`src/rtl/sr_2_jk.sv`:
```
// -----------------------------------------------------------------------------
// sr_2_jk
//   WIDTH-bit JK flip-flop bank built from SR flip-flop cores. Each bit's SR
//   core is driven through JK conversion logic:
//     s = j & ~q
//     r = k &  q
//   This gives the JK table (hold / clear / set / toggle) with one clock of
//   latency. A sticky error flag watches every SR core for the forbidden
//   s=r=1 input, which the conversion logic should never produce.
//
// Parameters
//   WIDTH   number of JK bits (>=1)
//   CNT_W   width of the toggle-event counter (used only with SR2JK_TCNT_EN)
//
// Ports
//   clk      in   1      clock, all state updates on posedge
//   rst      in   1      synchronous active-high reset, priority over en
//   en       in   1      clock enable, 0 holds all state
//   j        in   WIDTH  per-bit J input
//   k        in   WIDTH  per-bit K input
//   q        out  WIDTH  registered flip-flop state
//   qb       out  WIDTH  always ~q
//   toggled  out  WIDTH  per-bit pulse: that bit of q changed on the last edge
//   sr_err   out  1      sticky, set when any SR core saw s=r=1
//   tcnt     out  CNT_W  saturating count of edges on which any bit changed
//
// Configuration macro
//   SR2JK_TCNT_EN  defined: tcnt port and counter exist
//                  undefined: no tcnt port, no counter logic
// -----------------------------------------------------------------------------
module sr_2_jk #(
  parameter int WIDTH = 4,
  parameter int CNT_W = 8
) (
  input  logic             clk,
  input  logic             rst,
  input  logic             en,
  input  logic [WIDTH-1:0] j,
  input  logic [WIDTH-1:0] k,
  output logic [WIDTH-1:0] q,
  output logic [WIDTH-1:0] qb,
  output logic [WIDTH-1:0] toggled,
`ifdef SR2JK_TCNT_EN
  output logic             sr_err,
  output logic [CNT_W-1:0] tcnt
`else
  output logic             sr_err
`endif
);

  logic [WIDTH-1:0] q_p0;
  logic [WIDTH-1:0] toggled_p0;
  logic             sr_err_p0;

  logic [WIDTH-1:0] s;
  logic [WIDTH-1:0] r;
  logic [WIDTH-1:0] q_next;
  logic [WIDTH-1:0] q_change;
  logic             sr_conflict;

  // ---- stage 0: JK-to-SR conversion and SR core next state ----
  assign s = j & ~q_p0;
  assign r = k & q_p0;

  always_comb begin
    q_next      = q_p0;
    sr_conflict = 1'b0;
    for (int i = 0; i < WIDTH; i++) begin
      unique case ({s[i], r[i]})
        2'b10:   q_next[i] = 1'b1;
        2'b01:   q_next[i] = 1'b0;
        2'b00:   q_next[i] = q_p0[i];
        // Forbidden SR input: the core holds and the error flag is raised.
        default: begin
          q_next[i]   = q_p0[i];
          sr_conflict = 1'b1;
        end
      endcase
    end
  end

  assign q_change = q_next ^ q_p0;

  // ---- stage 0 -> registered state ----
  always_ff @(posedge clk) begin
    if (rst) begin
      q_p0       <= '0;
      toggled_p0 <= '0;
      sr_err_p0  <= 1'b0;
    end else begin
      // The change pulse is dropped on disabled cycles rather than held.
      toggled_p0 <= en ? q_change : '0;
      if (en) begin
        q_p0 <= q_next;
        if (sr_conflict) begin
          sr_err_p0 <= 1'b1;
        end
      end
    end
  end

`ifdef SR2JK_TCNT_EN
  logic [CNT_W-1:0] tcnt_p0;

  function automatic logic [CNT_W-1:0] sat_inc(input logic [CNT_W-1:0] v);
    return (&v) ? v : v + CNT_W'(1);
  endfunction

  always_ff @(posedge clk) begin
    if (rst) begin
      tcnt_p0 <= '0;
    end else if (en && (|q_change)) begin
      tcnt_p0 <= sat_inc(tcnt_p0);
    end
  end

  assign tcnt = tcnt_p0;
`endif

  assign q       = q_p0;
  assign qb      = ~q_p0;
  assign toggled = toggled_p0;
  assign sr_err  = sr_err_p0;

endmodule

```
`config.mk`:
```
export PLATFORM = sky130hd
export DESIGN_NAME = sr_2_jk
export DESIGN_NICKNAME = d
export VERILOG_FILES = /design/src/rtl/sr_2_jk.sv
export SDC_FILE = /design/constraint.sdc
export NUM_CORES = 1
export LEC_CHECK = 0
export CAP_MARGIN = 10
export CELL_PAD_IN_SITES_DETAIL_PLACEMENT = 1
export CELL_PAD_IN_SITES_GLOBAL_PLACEMENT = 1
export CORE_UTILIZATION = 21
export DETAILED_ROUTE_END_ITERATION = 10
export PLACE_DENSITY_LB_ADDON = 0.1
export SLEW_MARGIN = 40
export SYNTH_ARGS = -nofsm -noshare
export SYNTH_HDL_FRONTEND = slang
export SYNTH_SLANG_ARGS = --single-unit
```
`constraint.sdc`:
```
create_clock -name clk -period 1 [get_ports clk]
set_clock_uncertainty 0.15 [all_clocks]
set_input_delay 0.2 -clock clk [delete_from_list [all_inputs] [get_ports clk]]
set_output_delay 0.2 -clock clk [all_outputs]
set_load 0.02 [all_outputs]
```
==> impl_metrics.py, run 1 <==
metrics = {
    "run_status": {
        "outcome": "complete, but fails checks",
        "violations": "negative setup slack",
    },
    "setup_path": {
        "cp-endpoint": "qb[3]",
        "critPathBufInv": 2,
        "crit_path_end_kind": "output port",
        "regToRegEndpoint": "q[3]",
        "setup.worst_path.start_class": "flop",
        "rr_startpoint": "q[3]",
        "rrSetupSlack_ns": -0.01,
        "critPathTopFamily": "flip-flops",
        "critical_path.max_stage_delay_ns": 0.37,
        "cp.depth": 2,
        "worstSetupStartpoint": "q[3]",
        "worstSetupPathType": "flop to output port",
        "crit_chain": "inv_2 > buf_6",
        "rr_worst_depth": 3,
        "cp_max_fo": 3,
        "cp_slowest_cell": "dfxtp_4",
        "cp.required_ns": 0.65,
        "crit_arrival_ns": 0.78,
    },
    "logic_synthesis": {
        "ys_warn_count": 0,
        "netlist_area_um2": 337,
        "ys_ff_latch": 9,
        "synth_nets": 46,
        "synth_area_per_cell_um2": 9.62,
        "seq_area_frac_synth": 0.535,
        "netlist_instances": 35,
        "synth_cell_types": 13,
    },
    "global_route": {
        "grt_pass1_wl_um": 1640,
        "grt-ovfl-total": 0,
        "global_route.usage.met2": 0.203,
        "grt_usage": 0.129,
        "grt_busiest_layer": "met2",
        "grt_use_met3": 0.0776,
        "grt_pass1_vias": 374,
        "gr-usage-met1": 0.154,
        "grt_start_max_net_pins": 8,
        "antenna_found_initial": 0,
    },
    "finish": {
        "regArea_um2": 194,
        "diodes": 0,
        "nets": 82,
        "area_growth_pct": 130,
        "drive_gt1_frac": 0.729,
        "fin_area_um2": 773,
        "n_fill_cell": 182,
        "multi_input_area_um2": 210,
    },
    "placement": {
        "port_buffers": 23,
        "dpl-instance-area_um2": 644,
        "hpwlAfterDp_um": 679,
        "gp_congestion": 0.656,
    },
    "power": {
        "ir_drop_v": 0.00109,
        "power_uw": 964,
        "power.leakage_uw": 0.000355,
        "power_density_nw_per_um2": 1250,
    },
    "clock_network": {
        "h-tree-depth": 1,
        "insertion_delay_ns": 0.26,
        "clk_pin_slew_worst_paths_ns": 0.06,
        "cts.sinks": 9,
        "clock_path_buffers": 2,
        "cts_tree": "built",
        "root_buffer": "clkbuf_4",
        "cts_buffers": 3,
    },
    "floorplanning": {
        "die_width_um": 42.0,
        "die_area_um2": 1770,
        "dieHeight_um": 42.0,
        "start_util": 0.223,
        "num_rows": 14,
        "num_io_pins": 24,
        "core_um2": 1510,
    },
    "route": {
        "wire_per_inst_um": 12.2,
        "num_vias": 391,
        "drtIter0Drc": 11,
        "post-route-drc-count": 0,
        "viasPerCell": 4.55,
        "ant_nets": 0,
        "drt-total-wl_um": 1050,
        "drtPass1Iterations": 4,
    },
    "timing": {
        "fin_crit_sh": 1.13,
        "report.final.slew_viol_count": 0,
        "holdWs_ns": 0.0911,
        "max-slew-margin-rel": 0.814,
        "rsz0062_at_grt": "yes",
        "setup_slack_ns": -0.129,
        "finalHoldViolCount": 0,
        "setup_viol": 14,
        "fin_crit_ns": 1.13,
        "timing_worst_slew_pin_value_ns": 0.279,
        "fmax_ghz": 0.886,
    },
    "worst_hold_path": {
        "hold_path.class": "input port to flop",
        "min_path_cells": 3,
    },
    "flow_run": {
        "cap_violations": 0,
    },
}
-- what timing repair did --
action                                  4_1_cts  5_1_grt
gates resized for setup                      88       15
pin swaps                                     1        4
setup buffers                                 1        0
hold buffers                                  0        0
endpoints found under the setup margin       20       21
cloned                                        0        0
-- Yosys cell counts --
cell,number,area share
inv_1,4,0.045
nand2b_1,3,0.056
nand2b_2,1,0.026
dfxtp_1,9,0.54
nor2_1,1,0.011
nand2_1,3,0.033
mux2i_1,1,0.030
nand3b_1,1,0.022
o32ai_1,3,0.078
and2_1,3,0.056
a21oi_1,4,0.059
a21bo_2,1,0.030
nor2b_1,1,0.019
-- tightest hold or removal path, delay by kind of cell --
kind            cells  cell delay [ns]
compound gates      1             0.06
buf+inv             1             0.14
simple gates        1             0.07
-- area by class of cell --
cell class	count	share of cell area
sequential	9	0.251
tap	16	0.0259
inverter	4	0.0194
clock buffer	4	0.0340
multi-input combinational	22	0.272
timing repair buffer	31	0.398
-- cells in the final DEF (no fill, tap or decap) --
cell type and count:
buf_6 12, buf_4 9, dfxtp_2 8, clkdlybuf4s50_1 5
inv_2 4, nand2b_4 4, nand2_1 3, a21oi_2 3
and2_4 3, o32ai_2 3, clkbuf_4 3, dlymetal6s2s_1 3
dlygate4sd2_1 2, a21oi_1 1, nand3b_1 1, a21bo_2 1
mux2i_1 1, nor2_1 1, nor2b_1 1, clkbuf_1 1
dfxtp_4 1
-- report_power, final --
| part | total [uW] | internal [uW] | switching, uW |
|---|---|---|---|
| registers | 397 | 381 | 15.5 |
| logic | 277 | 160 | 117 |
| clock network | 290 | 154 | 136 |
-- kinds of logic (layout without fill, tap and decap cells) --
group / Yosys count / count (layout) / share of synthesized area
AO/OA/AOI/OAI: 8 / 8 / 0.167
AND/OR/NAND/NOR: 13 / 13 / 0.223
multiplexers: 1 / 1 / 0.0297
buffers and inverters: 4 / 39 / 0.0446
flip-flops: 9 / 9 / 0.535
-- per-stage QoR --
stage	worst slack, ns	TNS, ns	utilization	instances
2_1_floorplan	-0.0180	-0.0180	-	35
3_3_place_gp	-0.381	-6.00	0.428	81
3_5_place_dp	-0.380	-6.05	0.428	81
4_1_cts	-0.139	-1.30	0.473	86
5_1_grt	-0.164	-1.59	0.513	86
6_report	-0.129	-1.14	0.513	86
-- registers in the layout (all words and copies together), names as in the netlist --
register  cells
sr_err        1
toggled       4
q             4
-- worst min path at each step --
stage,to,slack [ns],from
after floorplan,q[3],0.11,rst
after global routing,toggled[1],0.08,k[1]
after CTS,toggled[2],0.19,k[2]
final,toggled[1],0.09,k[1]
after global placement,sr_err,0.31,sr_err
after detailed placement,sr_err,0.31,sr_err
-- per-layer routing --
layer	routed length [um]	vias to the layer above
met5	0	-
met3	81	0
met4	0	0
met2	543	18
met1	422	184
li1	-	189
No activity file was read; power rests on OpenSTA's default activity.
==> run 2: changes to the inputs <==
--- a/config.mk
+++ b/config.mk
@@ -5,7 +5,6 @@
 export SDC_FILE = /design/constraint.sdc
 export NUM_CORES = 1
 export LEC_CHECK = 0
-export CAP_MARGIN = 10
 export CELL_PAD_IN_SITES_DETAIL_PLACEMENT = 1
 export CELL_PAD_IN_SITES_GLOBAL_PLACEMENT = 1
 export CORE_UTILIZATION = 21
==> results of run 2 <==
No change in the layout: final DEF, timing and power equal those of run 1.
==> run 3: changes to the inputs <==
--- a/config.mk
+++ b/config.mk
@@ -7,7 +7,7 @@
 export LEC_CHECK = 0
 export CELL_PAD_IN_SITES_DETAIL_PLACEMENT = 1
 export CELL_PAD_IN_SITES_GLOBAL_PLACEMENT = 1
-export CORE_UTILIZATION = 21
+export CORE_UTILIZATION = 19
 export DETAILED_ROUTE_END_ITERATION = 10
 export PLACE_DENSITY_LB_ADDON = 0.1
 export SLEW_MARGIN = 40
==> constraint.sdc (replaced) <==
create_clock -name clk -period 0.9 [get_ports clk]
set_clock_uncertainty 0.15 [all_clocks]
set_input_delay 0.18 -clock clk [delete_from_list [all_inputs] [get_ports clk]]
set_output_delay 0.18 -clock clk [all_outputs]
set_load 0.02 [all_outputs]
==> run 3 against run 2 <==
  * The run still ends with negative setup slack left
  * Non-clock buffer count down 2
  * First-iteration DRC count down 27%
  * Cell count down 2.3%
  * Highest routed layer is now met4
  * Critical endpoint is now qb[1]
  * Sequential cell count unchanged
  * Core utilization down 3.0 points
  * Critical path type unchanged
==> impl_metrics.py, run 3 (synthesized netlist as in run 1, its figures left out) <==
metrics = {
    "route": {
        "drt-total-wl_um": 1060,
        "post-route-drc-count": 0,
        "drtIter0Drc": 8,
        "viasPerCell": 4.62,
        "num_vias": 388,
        "wire_per_inst_um": 12.6,
        "drtPass1Iterations": 6,
        "ant_nets": 0,
    },
    "global_route": {
        "grt_busiest_layer": "met2",
        "grt_usage": 0.123,
        "global_route.usage.met2": 0.191,
        "grt-ovfl-total": 0,
        "antenna_found_initial": 0,
        "grt_start_max_net_pins": 8,
        "grt_use_met3": 0.0367,
        "grt_pass1_wl_um": 1570,
        "gr-usage-met1": 0.141,
        "grt_pass1_vias": 350,
    },
    "timing": {
        "timing_worst_slew_pin_value_ns": 0.275,
        "max-slew-margin-rel": 0.817,
        "report.final.slew_viol_count": 0,
        "fin_crit_sh": 1.24,
        "setup_viol": 19,
        "fin_crit_ns": 1.11,
        "final.setup.tns_ns": -2.65,
        "finalHoldViolCount": 0,
        "rsz0062_at_grt": "yes",
        "fmax_ghz": 0.897,
        "setup_slack_ns": -0.214,
    },
    "floorplanning": {
        "die_width_um": 44.1,
        "num_rows": 14,
        "core_um2": 1580,
        "start_util": 0.213,
        "dieHeight_um": 44.1,
        "num_io_pins": 24,
        "die_area_um2": 1940,
    },
    "setup_path": {
        "crit_path_end_kind": "output port",
        "crit_arrival_ns": 0.78,
        "rrSetupSlack_ns": -0.12,
        "cp.required_ns": 0.57,
        "cp-endpoint": "qb[1]",
        "rr_worst_depth": 3,
        "setup.worst_path.start_class": "flop",
        "worstSetupPathType": "flop to output port",
        "cp_max_fo": 4,
        "regToRegEndpoint": "q[3]",
        "rr_startpoint": "q[3]",
        "worstSetupStartpoint": "q[1]",
    },
    "power": {
        "intPower_uw": 757,
        "seq_power_share": 0.419,
        "power_switching_uw": 300,
        "power.leakage_uw": 0.000319,
        "pwr-share-clk": 0.303,
        "ir_drop_v": 0.000568,
        "power_uw": 1060,
        "comb_power_share": 0.279,
        "switching_share": 0.284,
        "power_density_nw_per_um2": 1390,
    },
    "finish": {
        "diodes": 0,
        "n_fill_cell": 179,
        "area_growth_pct": 126,
        "nets": 80,
        "layout_commonest_cell": "buf_6",
        "drive_gt1_frac": 0.662,
        "multi_input_area_um2": 203,
        "final_cell_mix": "14 x buf_6, 5 x dlygate4sd2_1, 5 x clkdlybuf4s50_1, 5 x buf_4, 5 x dfxtp_2",
        "regArea_um2": 201,
    },
    "worst_hold_path": {
        "min_path_cells": 3,
        "hold_path.class": "input port to flop",
        "hp-start": "k[0]",
    },
    "clock_network": {
        "cts_hold_buf": 0,
        "cts_tree": "built",
        "cts.sinks": 9,
        "root_buffer": "clkbuf_4",
        "h-tree-depth": 1,
        "clk_pin_slew_worst_paths_ns": 0.06,
        "clock_path_buffers": 2,
        "cts_buffers": 3,
        "insertion_delay_ns": 0.26,
    },
    "run_status": {
        "violations": "negative setup slack",
        "outcome": "complete, but fails checks",
    },
    "placement": {
        "hpwlAfterDp_um": 736,
        "port_buffers": 23,
        "gp_congestion": 0.580,
    },
    "flow_run": {
        "cap_violations": 0,
    },
}
[run 3: timing repair]
action                                  4_1_cts  5_1_grt
pin swaps                                     4        3
setup buffers                                 1        2
endpoints found under the setup margin       21       21
gates resized for setup                      95        4
[run 3: worst min path at each step]
stage                             to  slack (ns)
after floorplan                 q[3]        0.09
after detailed placement      sr_err        0.31
after global routing      toggled[0]        0.16
after CTS                 toggled[0]        0.16
after global placement        sr_err        0.30
final                     toggled[0]        0.16
[run 3: worst max-delay path, stage by stage, from the launching register on]
cell and delay, ns:
dfxtp_4 0.36, inv_4 0.06, buf_6 0.11
[run 3: area by class of cell]
class                      instances  share of cell area
timing repair buffer              29               0.379
multi-input combinational         22               0.266
sequential                         9               0.264
clock buffer                       4              0.0345
inverter                           4              0.0296
tap                               16              0.0263
[run 3: stage by stage]
stage	setup slack (ns)	utilization	cell area, um^2	cells	hold slack (ns)
after global routing	-0.249	0.483	762	84	0.158
after CTS	-0.222	0.475	748	84	0.156
final	-0.214	0.483	762	84	0.161
after floorplan	-0.0119	-	374	35	0.0894
after detailed placement	-0.473	0.425	669	80	0.310
after global placement	-0.444	0.425	669	80	0.300
[run 3: layer usage]
metal	wire, um	vias to the layer above
met5	0	-
met1	430	177
met2	525	20
met4	21	0
met3	78	4
li1	-	187
[run 3: power groups by stage]
stage               registers, uW  logic (uW)  clock network, uW
finish                        443         294                320
global route                  445         311                370
CTS                           442         287                335
detailed placement            446         261                  0
global placement              445         259                  0
floorplan                     474        75.3                  0
